--- src/rtl/alu_seq_exec_if.sv ---
// Request/response bundle for the sequential ALU execution unit.
// The master drives requests and result acceptance; the slave is the unit.
interface alu_seq_exec_if #(
   parameter int WIDTH = 32,
   parameter int SHW   = 5
);
   logic             in_valid;
   logic             in_ready;
   logic [3:0]       alu_ctrl;
   logic [WIDTH-1:0] src_a;
   logic [WIDTH-1:0] src_b;
   logic [SHW-1:0]   shamt;
   logic             out_valid;
   logic             out_ready;
   logic [WIDTH-1:0] result;
   logic             zero;
   logic             illegal;

   modport master (
      output in_valid, alu_ctrl, src_a, src_b, shamt, out_ready,
      input  in_ready, out_valid, result, zero, illegal
   );

   modport slave (
      input  in_valid, alu_ctrl, src_a, src_b, shamt, out_ready,
      output in_ready, out_valid, result, zero, illegal
   );
endinterface

--- src/rtl/alu_seq_exec.sv ---
// Sequential ALU execute unit: 1-cycle logic/arith, iterative SLL/SRL.
// Define ALU_SEQ_BARREL_SHIFT_EN to compute shifts combinationally instead.
module alu_seq_exec #(
   parameter int WIDTH = 32,
   parameter int SHW   = 5
) (
   input logic           clk,
   input logic           rst,
   alu_seq_exec_if.slave bus
);

   localparam logic [3:0] OP_AND = 4'b0000;
   localparam logic [3:0] OP_OR  = 4'b0001;
   localparam logic [3:0] OP_ADD = 4'b0010;
   localparam logic [3:0] OP_SUB = 4'b0110;
   localparam logic [3:0] OP_SLT = 4'b0111;
   localparam logic [3:0] OP_SLL = 4'b1000;
   localparam logic [3:0] OP_SRL = 4'b1001;
   localparam logic [3:0] OP_EQ  = 4'b1010;

   localparam logic [1:0] S_IDLE  = 2'd0;
   localparam logic [1:0] S_SHIFT = 2'd1;
   localparam logic [1:0] S_DONE  = 2'd2;

   logic [1:0]       state_q, state_d;
   logic [WIDTH-1:0] result_q, result_d;
   logic             zero_q, zero_d;
   logic             illegal_q, illegal_d;

   logic [WIDTH-1:0] op_res;
   logic             op_ill;
   logic             op_shift;

`ifdef ALU_SEQ_BARREL_SHIFT_EN
`else
   logic [WIDTH-1:0] work_q, work_d;
   logic [SHW-1:0]   cnt_q, cnt_d;
   logic             dir_q, dir_d;
   logic [WIDTH-1:0] work_nx;

   // dir_q set means logical right shift
   assign work_nx = dir_q ? (work_q >> 1) : (work_q << 1);
`endif

   always_comb begin
      op_res   = '0;
      op_ill   = 1'b0;
      op_shift = 1'b0;
      unique case (1'b1)
         (bus.alu_ctrl == OP_ADD): op_res = bus.src_a + bus.src_b;
         (bus.alu_ctrl == OP_SUB): op_res = bus.src_a - bus.src_b;
         (bus.alu_ctrl == OP_AND): op_res = bus.src_a & bus.src_b;
         (bus.alu_ctrl == OP_OR):  op_res = bus.src_a | bus.src_b;
         (bus.alu_ctrl == OP_SLT):
            op_res = {{(WIDTH-1){1'b0}},
                      ($signed(bus.src_a) < $signed(bus.src_b))};
         (bus.alu_ctrl == OP_EQ):
            op_res = {{(WIDTH-1){1'b0}}, (bus.src_a == bus.src_b)};
`ifdef ALU_SEQ_BARREL_SHIFT_EN
         (bus.alu_ctrl == OP_SLL): op_res = bus.src_b << bus.shamt;
         (bus.alu_ctrl == OP_SRL): op_res = bus.src_b >> bus.shamt;
`else
         // shamt==0 finishes immediately with src_b unchanged
         (bus.alu_ctrl == OP_SLL),
         (bus.alu_ctrl == OP_SRL): begin
            op_res   = bus.src_b;
            op_shift = (bus.shamt != '0);
         end
`endif
         default: op_ill = 1'b1;
      endcase
   end

   always_comb begin
      state_d   = state_q;
      result_d  = result_q;
      zero_d    = zero_q;
      illegal_d = illegal_q;
`ifdef ALU_SEQ_BARREL_SHIFT_EN
`else
      work_d    = work_q;
      cnt_d     = cnt_q;
      dir_d     = dir_q;
`endif
      case (state_q)
         S_IDLE: begin
            if (bus.in_valid) begin
               if (op_shift) begin
`ifdef ALU_SEQ_BARREL_SHIFT_EN
`else
                  work_d  = bus.src_b;
                  cnt_d   = bus.shamt;
                  dir_d   = (bus.alu_ctrl == OP_SRL);
`endif
                  state_d = S_SHIFT;
               end else begin
                  result_d  = op_res;
                  zero_d    = (op_res == '0);
                  illegal_d = op_ill;
                  state_d   = S_DONE;
               end
            end
         end
         S_SHIFT: begin
`ifdef ALU_SEQ_BARREL_SHIFT_EN
            state_d = S_IDLE;
`else
            work_d = work_nx;
            cnt_d  = cnt_q - 1'b1;
            if (cnt_q == {{(SHW-1){1'b0}}, 1'b1}) begin
               result_d  = work_nx;
               zero_d    = (work_nx == '0);
               illegal_d = 1'b0;
               state_d   = S_DONE;
            end
`endif
         end
         S_DONE: begin
            if (bus.out_ready) state_d = S_IDLE;
         end
         default: state_d = S_IDLE;
      endcase
   end

   always_ff @(posedge clk or posedge rst) begin
      if (rst) begin
         state_q   <= S_IDLE;
         result_q  <= '0;
         zero_q    <= 1'b1;
         illegal_q <= 1'b0;
      end else begin
         state_q   <= state_d;
         result_q  <= result_d;
         zero_q    <= zero_d;
         illegal_q <= illegal_d;
      end
   end

`ifdef ALU_SEQ_BARREL_SHIFT_EN
`else
   always_ff @(posedge clk or posedge rst) begin
      if (rst) begin
         work_q <= '0;
         cnt_q  <= '0;
         dir_q  <= 1'b0;
      end else begin
         work_q <= work_d;
         cnt_q  <= cnt_d;
         dir_q  <= dir_d;
      end
   end
`endif

   assign bus.in_ready  = (state_q == S_IDLE);
   assign bus.out_valid = (state_q == S_DONE);
   assign bus.result    = result_q;
   assign bus.zero      = zero_q;
   assign bus.illegal   = illegal_q;

endmodule

--- src/flat_wrapper.sv ---
// flat-port wrapper written by rule: the top's interface ports become plain ports
module alu_seq_exec_flat 
#(
   parameter int WIDTH = 32,
   parameter int SHW   = 5
)
  (clk, rst, bus_in_valid, bus_alu_ctrl, bus_src_a, bus_src_b, bus_shamt, bus_out_ready, bus_in_ready, bus_out_valid, bus_result, bus_zero, bus_illegal);
  alu_seq_exec_if #(.WIDTH(WIDTH), .SHW(SHW)) bus_i ();
  input logic clk;
  input logic rst;
  input wire logic [$bits(bus_i.in_valid)-1:0] bus_in_valid;
  input wire logic [$bits(bus_i.alu_ctrl)-1:0] bus_alu_ctrl;
  input wire logic [$bits(bus_i.src_a)-1:0] bus_src_a;
  input wire logic [$bits(bus_i.src_b)-1:0] bus_src_b;
  input wire logic [$bits(bus_i.shamt)-1:0] bus_shamt;
  input wire logic [$bits(bus_i.out_ready)-1:0] bus_out_ready;
  output wire logic [$bits(bus_i.in_ready)-1:0] bus_in_ready;
  output wire logic [$bits(bus_i.out_valid)-1:0] bus_out_valid;
  output wire logic [$bits(bus_i.result)-1:0] bus_result;
  output wire logic [$bits(bus_i.zero)-1:0] bus_zero;
  output wire logic [$bits(bus_i.illegal)-1:0] bus_illegal;
  assign bus_i.in_valid = bus_in_valid;
  assign bus_i.alu_ctrl = bus_alu_ctrl;
  assign bus_i.src_a = bus_src_a;
  assign bus_i.src_b = bus_src_b;
  assign bus_i.shamt = bus_shamt;
  assign bus_i.out_ready = bus_out_ready;
  assign bus_in_ready = bus_i.in_ready;
  assign bus_out_valid = bus_i.out_valid;
  assign bus_result = bus_i.result;
  assign bus_zero = bus_i.zero;
  assign bus_illegal = bus_i.illegal;
  alu_seq_exec #(.WIDTH(WIDTH), .SHW(SHW)) u_core (.clk(clk), .rst(rst), .bus(bus_i));
endmodule
--- config.mk ---
export PLATFORM = sky130hd
export DESIGN_NAME = alu_seq_exec_flat
export DESIGN_NICKNAME = d
export VERILOG_FILES = /design/src/rtl/alu_seq_exec_if.sv /design/src/rtl/alu_seq_exec.sv /design/src/flat_wrapper.sv
export SDC_FILE = /design/constraint.sdc
export NUM_CORES = 1
export LEC_CHECK = 0
export CAP_MARGIN = 10
export CELL_PAD_IN_SITES_DETAIL_PLACEMENT = 1
export CELL_PAD_IN_SITES_GLOBAL_PLACEMENT = 2
export CORE_MARGIN = 4
export CORE_UTILIZATION = 37
export CTS_BUF_LIST = sky130_fd_sc_hd__clkbuf_4
export DETAILED_ROUTE_END_ITERATION = 8
export PLACE_DENSITY = 0.91
export SLEW_MARGIN = 20
export SYNTH_ARGS = -nofsm -noshare
export SYNTH_HDL_FRONTEND = slang
export SYNTH_SLANG_ARGS = --single-unit
--- constraint.sdc ---
create_clock -name clk -period 3.55 [get_ports clk]
set_input_delay 0.5325 -clock clk [delete_from_list [all_inputs] [get_ports clk]]
set_output_delay 0.5325 -clock clk [all_outputs]
set_load 0.01 [all_outputs]
==> run metrics <==
final RePlAce weighted congestion 0.980; GRT Util Overall 32.4%; Critical Path End Type flop; DRC viols 0; part of the power in registers 31.1%; fin. max-slew vios 0; post-synthesis sequential area ratio 19.6%; Yosys top cell by area dfrtp_1; Die H 168 um; initial cell density of the core 37.6%; top cells by area in the synthesized netlist dfrtp_1 19%, ha_1 15%, o21ai_0 5.3%; final period utilization 105%; flops & latches, synth 74; Longest Clk Path Bufs 2; TritonCTS Sinks 74; H-Tree Depth 3; Worst EP arrival 4100 ps; sw frac 45.6%; Hold Crit Class input port to asynchronous set/reset pin; PortBufs 112; status finished, violations left; met1 usage in global routing 40.9%; CTS tree yes; GRT busiest layer met2; Placed Cells incl. Taps 1974; area grow syn2layout 52.3%; commonest non-fill, non-tap cell in the layout buf_4; Fmax 267 MHz; Finished Layout Cells 2019; Distinct cells, synth 87; Max FO, Critical Path 4; Final Hold Vio Count 0; Final HPWL DP 35600 um; ANT nets after route 0; number of flops mapped to enable cells by yosys 0; clk slew on worst S/H paths 110 ps; Slew @ Worst Pin 912 ps; I/O Pins 113; Worst EP required 3910 ps; Vias/cell 6.49; wire per inst 26.2 um; crit-path cells clkdlybuf4s50_1 > buf_4 > ha_2 > nand2b_4 > o311ai_4 > a21oi_2 > buf_4 > buf_4 > a2111oi_4 > buf_4 > nor2_2 > nor4_2 > a311o_1 > a211oi_1 > and4_1 > nand4_1 > o21ai_1; failing checks negative setup slack; Cell Int Power 2.69 mW; Synthesized Nets 1464; Clock Latency Late Sink 450 ps; commonest non-fill, non-tap cells in the layout 361 x buf_4, 130 x nand2_1, 104 x nor2_1; synth warn 0; clock share of power 9.1%; CTS Root Cell clkbuf_4; CP most frequent cell buf_4; Worst Setup Slack post-DPL -939 ps; CTS Buf Count 9; RSZ-0062 raised after global routing yes; initial antenna violation count 2; Placeable Area 0.0252 mm2; Static Leakage 6.61 nW; async set-reset flop share out of synthesis 100%; Syn Std Cell Area 0.00946 mm2; total power draw 4.95 mW; global routing usage on met3 5.42%; Max-Cap Viols 0; NetSw 2.26 mW; top-area cell type share of the netlist area 19.3%; die area 0.0282 mm2; DR iter-0 viols 1647; worst path bufs/invs 5; power density over the cells 344 mW/mm2; Post-Syn Area per Cell 7.45 um2; Setup violations, final 7; Setup crit start kind input port; Worst path slowest cell clkdlybuf4s50_1; DR vias 13100; Post-Syn Instances 1270; Nets 1877; vias in the first global route 13200; M2 GR Usage 53.5%; slowest stage delay, CP 520 ps; first-pass GRT wire length 73600 um; critical path class input port to flop; Site Rows 58; setup_tns -612 ps; number of detailed-route iterations in the first pass 5; Combinational Power Share 59.8%; Slew HR 39.2%; share of cells above drive strength 1 32.1%; CP delay by family, top compound AO/OA/AOI/OAI gates; Final Skew 28.1 ps; GRT Residual Overflow 0; min cycle time layout 3740 ps; Post-CTS Hold Buffers 0; largest net degree at the start of global routing 75; WL final 53000 um; worst setup margin -193 ps; Synth Flop Type dfrtp_1; die width 168 um; Peak supply drop 0.205 mV
## per-stage QoR
step / cell area (um2) / utilization [%] / hold WS [ps]
after detailed placement: 13300 / 52.9 / 468
after floorplan: 9460 / - / 449
after CTS: 14000 / 55.7 / 492
final: 14400 / 57.2 / 487
after global placement: 13300 / 52.9 / 461
after global routing: 14400 / 57.2 / 534
## worst reg2reg max path: cells and delay by family (launching register included)
| kind | cells | cell delay, ps |
|---|---|---|
| DFF | 1 | 470 |
| AOI/OAI and AO/OA | 4 | 780 |
| and+or+nand+nor | 7 | 1280 |
| buffers and inverters | 1 | 160 |
## power groups by stage
stage	Sequential (mW)	Combinational, mW	Clock [mW]
2_1_floorplan	1.46	1.21	0
3_3_place_gp	1.51	2.44	0
3_5_place_dp	1.53	2.55	0
4_1_cts	1.52	2.68	0.447
5_1_grt	1.58	3.13	0.485
6_report	1.54	2.96	0.450
## routing by layer
metal	vias up	share of wire [%]
met4	0	7.6
met3	371	10
li1	5481	-
met5	-	0
met2	950	45
met1	6308	37
## worst paths after layout
check / slack (ps) / end / depth (start not counted) / start
worst max-delay path: -190 / u_core.bus.zero / 17 / bus_src_a[3]
worst max register to register: 820 / u_core.bus.zero / 12 / u_core.state_q[0]
worst min register to register: 490 / u_core.bus.result[21] / 2 / u_core.bus.result[21]
min in group clk: 490 / u_core.bus.result[21] / 2 / u_core.bus.result[21]
worst min-delay path: 490 / u_core.bus.result[23] / 3 / rst
max in group asynchronous: 2710 / u_core.bus.zero / 3 / rst
## cells by family after synthesis
| family | Yosys count | synth area share (%) |
|---|---|---|
| AND/OR/NAND/NOR | 399 | 20.3 |
| flip-flops | 74 | 19.6 |
| XOR/XNOR | 3 | 0.278 |
| AO/OA/AOI/OAI | 472 | 34.0 |
| multiplexers | 22 | 2.41 |
| adder cells (fa/ha/maj) | 117 | 15.6 |
| buffers and inverters | 183 | 7.83 |
## cells in the mapped netlist (all sizes together), types with 15 or more instances
master and instances:
a211oi 34, a21o 20, a21oi 101, a221oi 32
buf 40, clkbuf 42, dfrtp 73, ha 115
inv 101, mux2i 16, nand2 132, nand3 15
nor2 112, nor3 23, nor4 24, o211ai 17
o21ai 114, o31ai 36
## sequential cells by signal, indices dropped and copies added, names as in the netlist
| register | cells |
|---|---|
| u_core.bus.result | 32 |
| u_core.work_q | 32 |
| u_core.cnt_q | 5 |
| u_core.state_q | 2 |
| u_core.bus.illegal | 1 |
| u_core.bus.zero | 1 |
| u_core.dir_q | 1 |
## final cells by class
class / count / area [um2]
sequential: 74 / 1850
tap: 330 / 413
fill: 3052 / 10800
inverter: 101 / 380
clock buffer: 11 / 82.6
clock inverter: 5 / 21.3
multi-input combinational: 1013 / 7650
antenna: 1 / 2.50
timing repair buffer: 484 / 4000
## repair_timing
action | 4_1_cts | 5_1_grt
pin swaps | 39 | 33
buffers inserted | 15 | 14
gates cloned | 0 | 0
gates resized for setup | 125 | 62
endpoints found under the hold margin | 0 | 0
setup endpoints to repair | 14 | 14
Power figures use the tool's default switching activity.
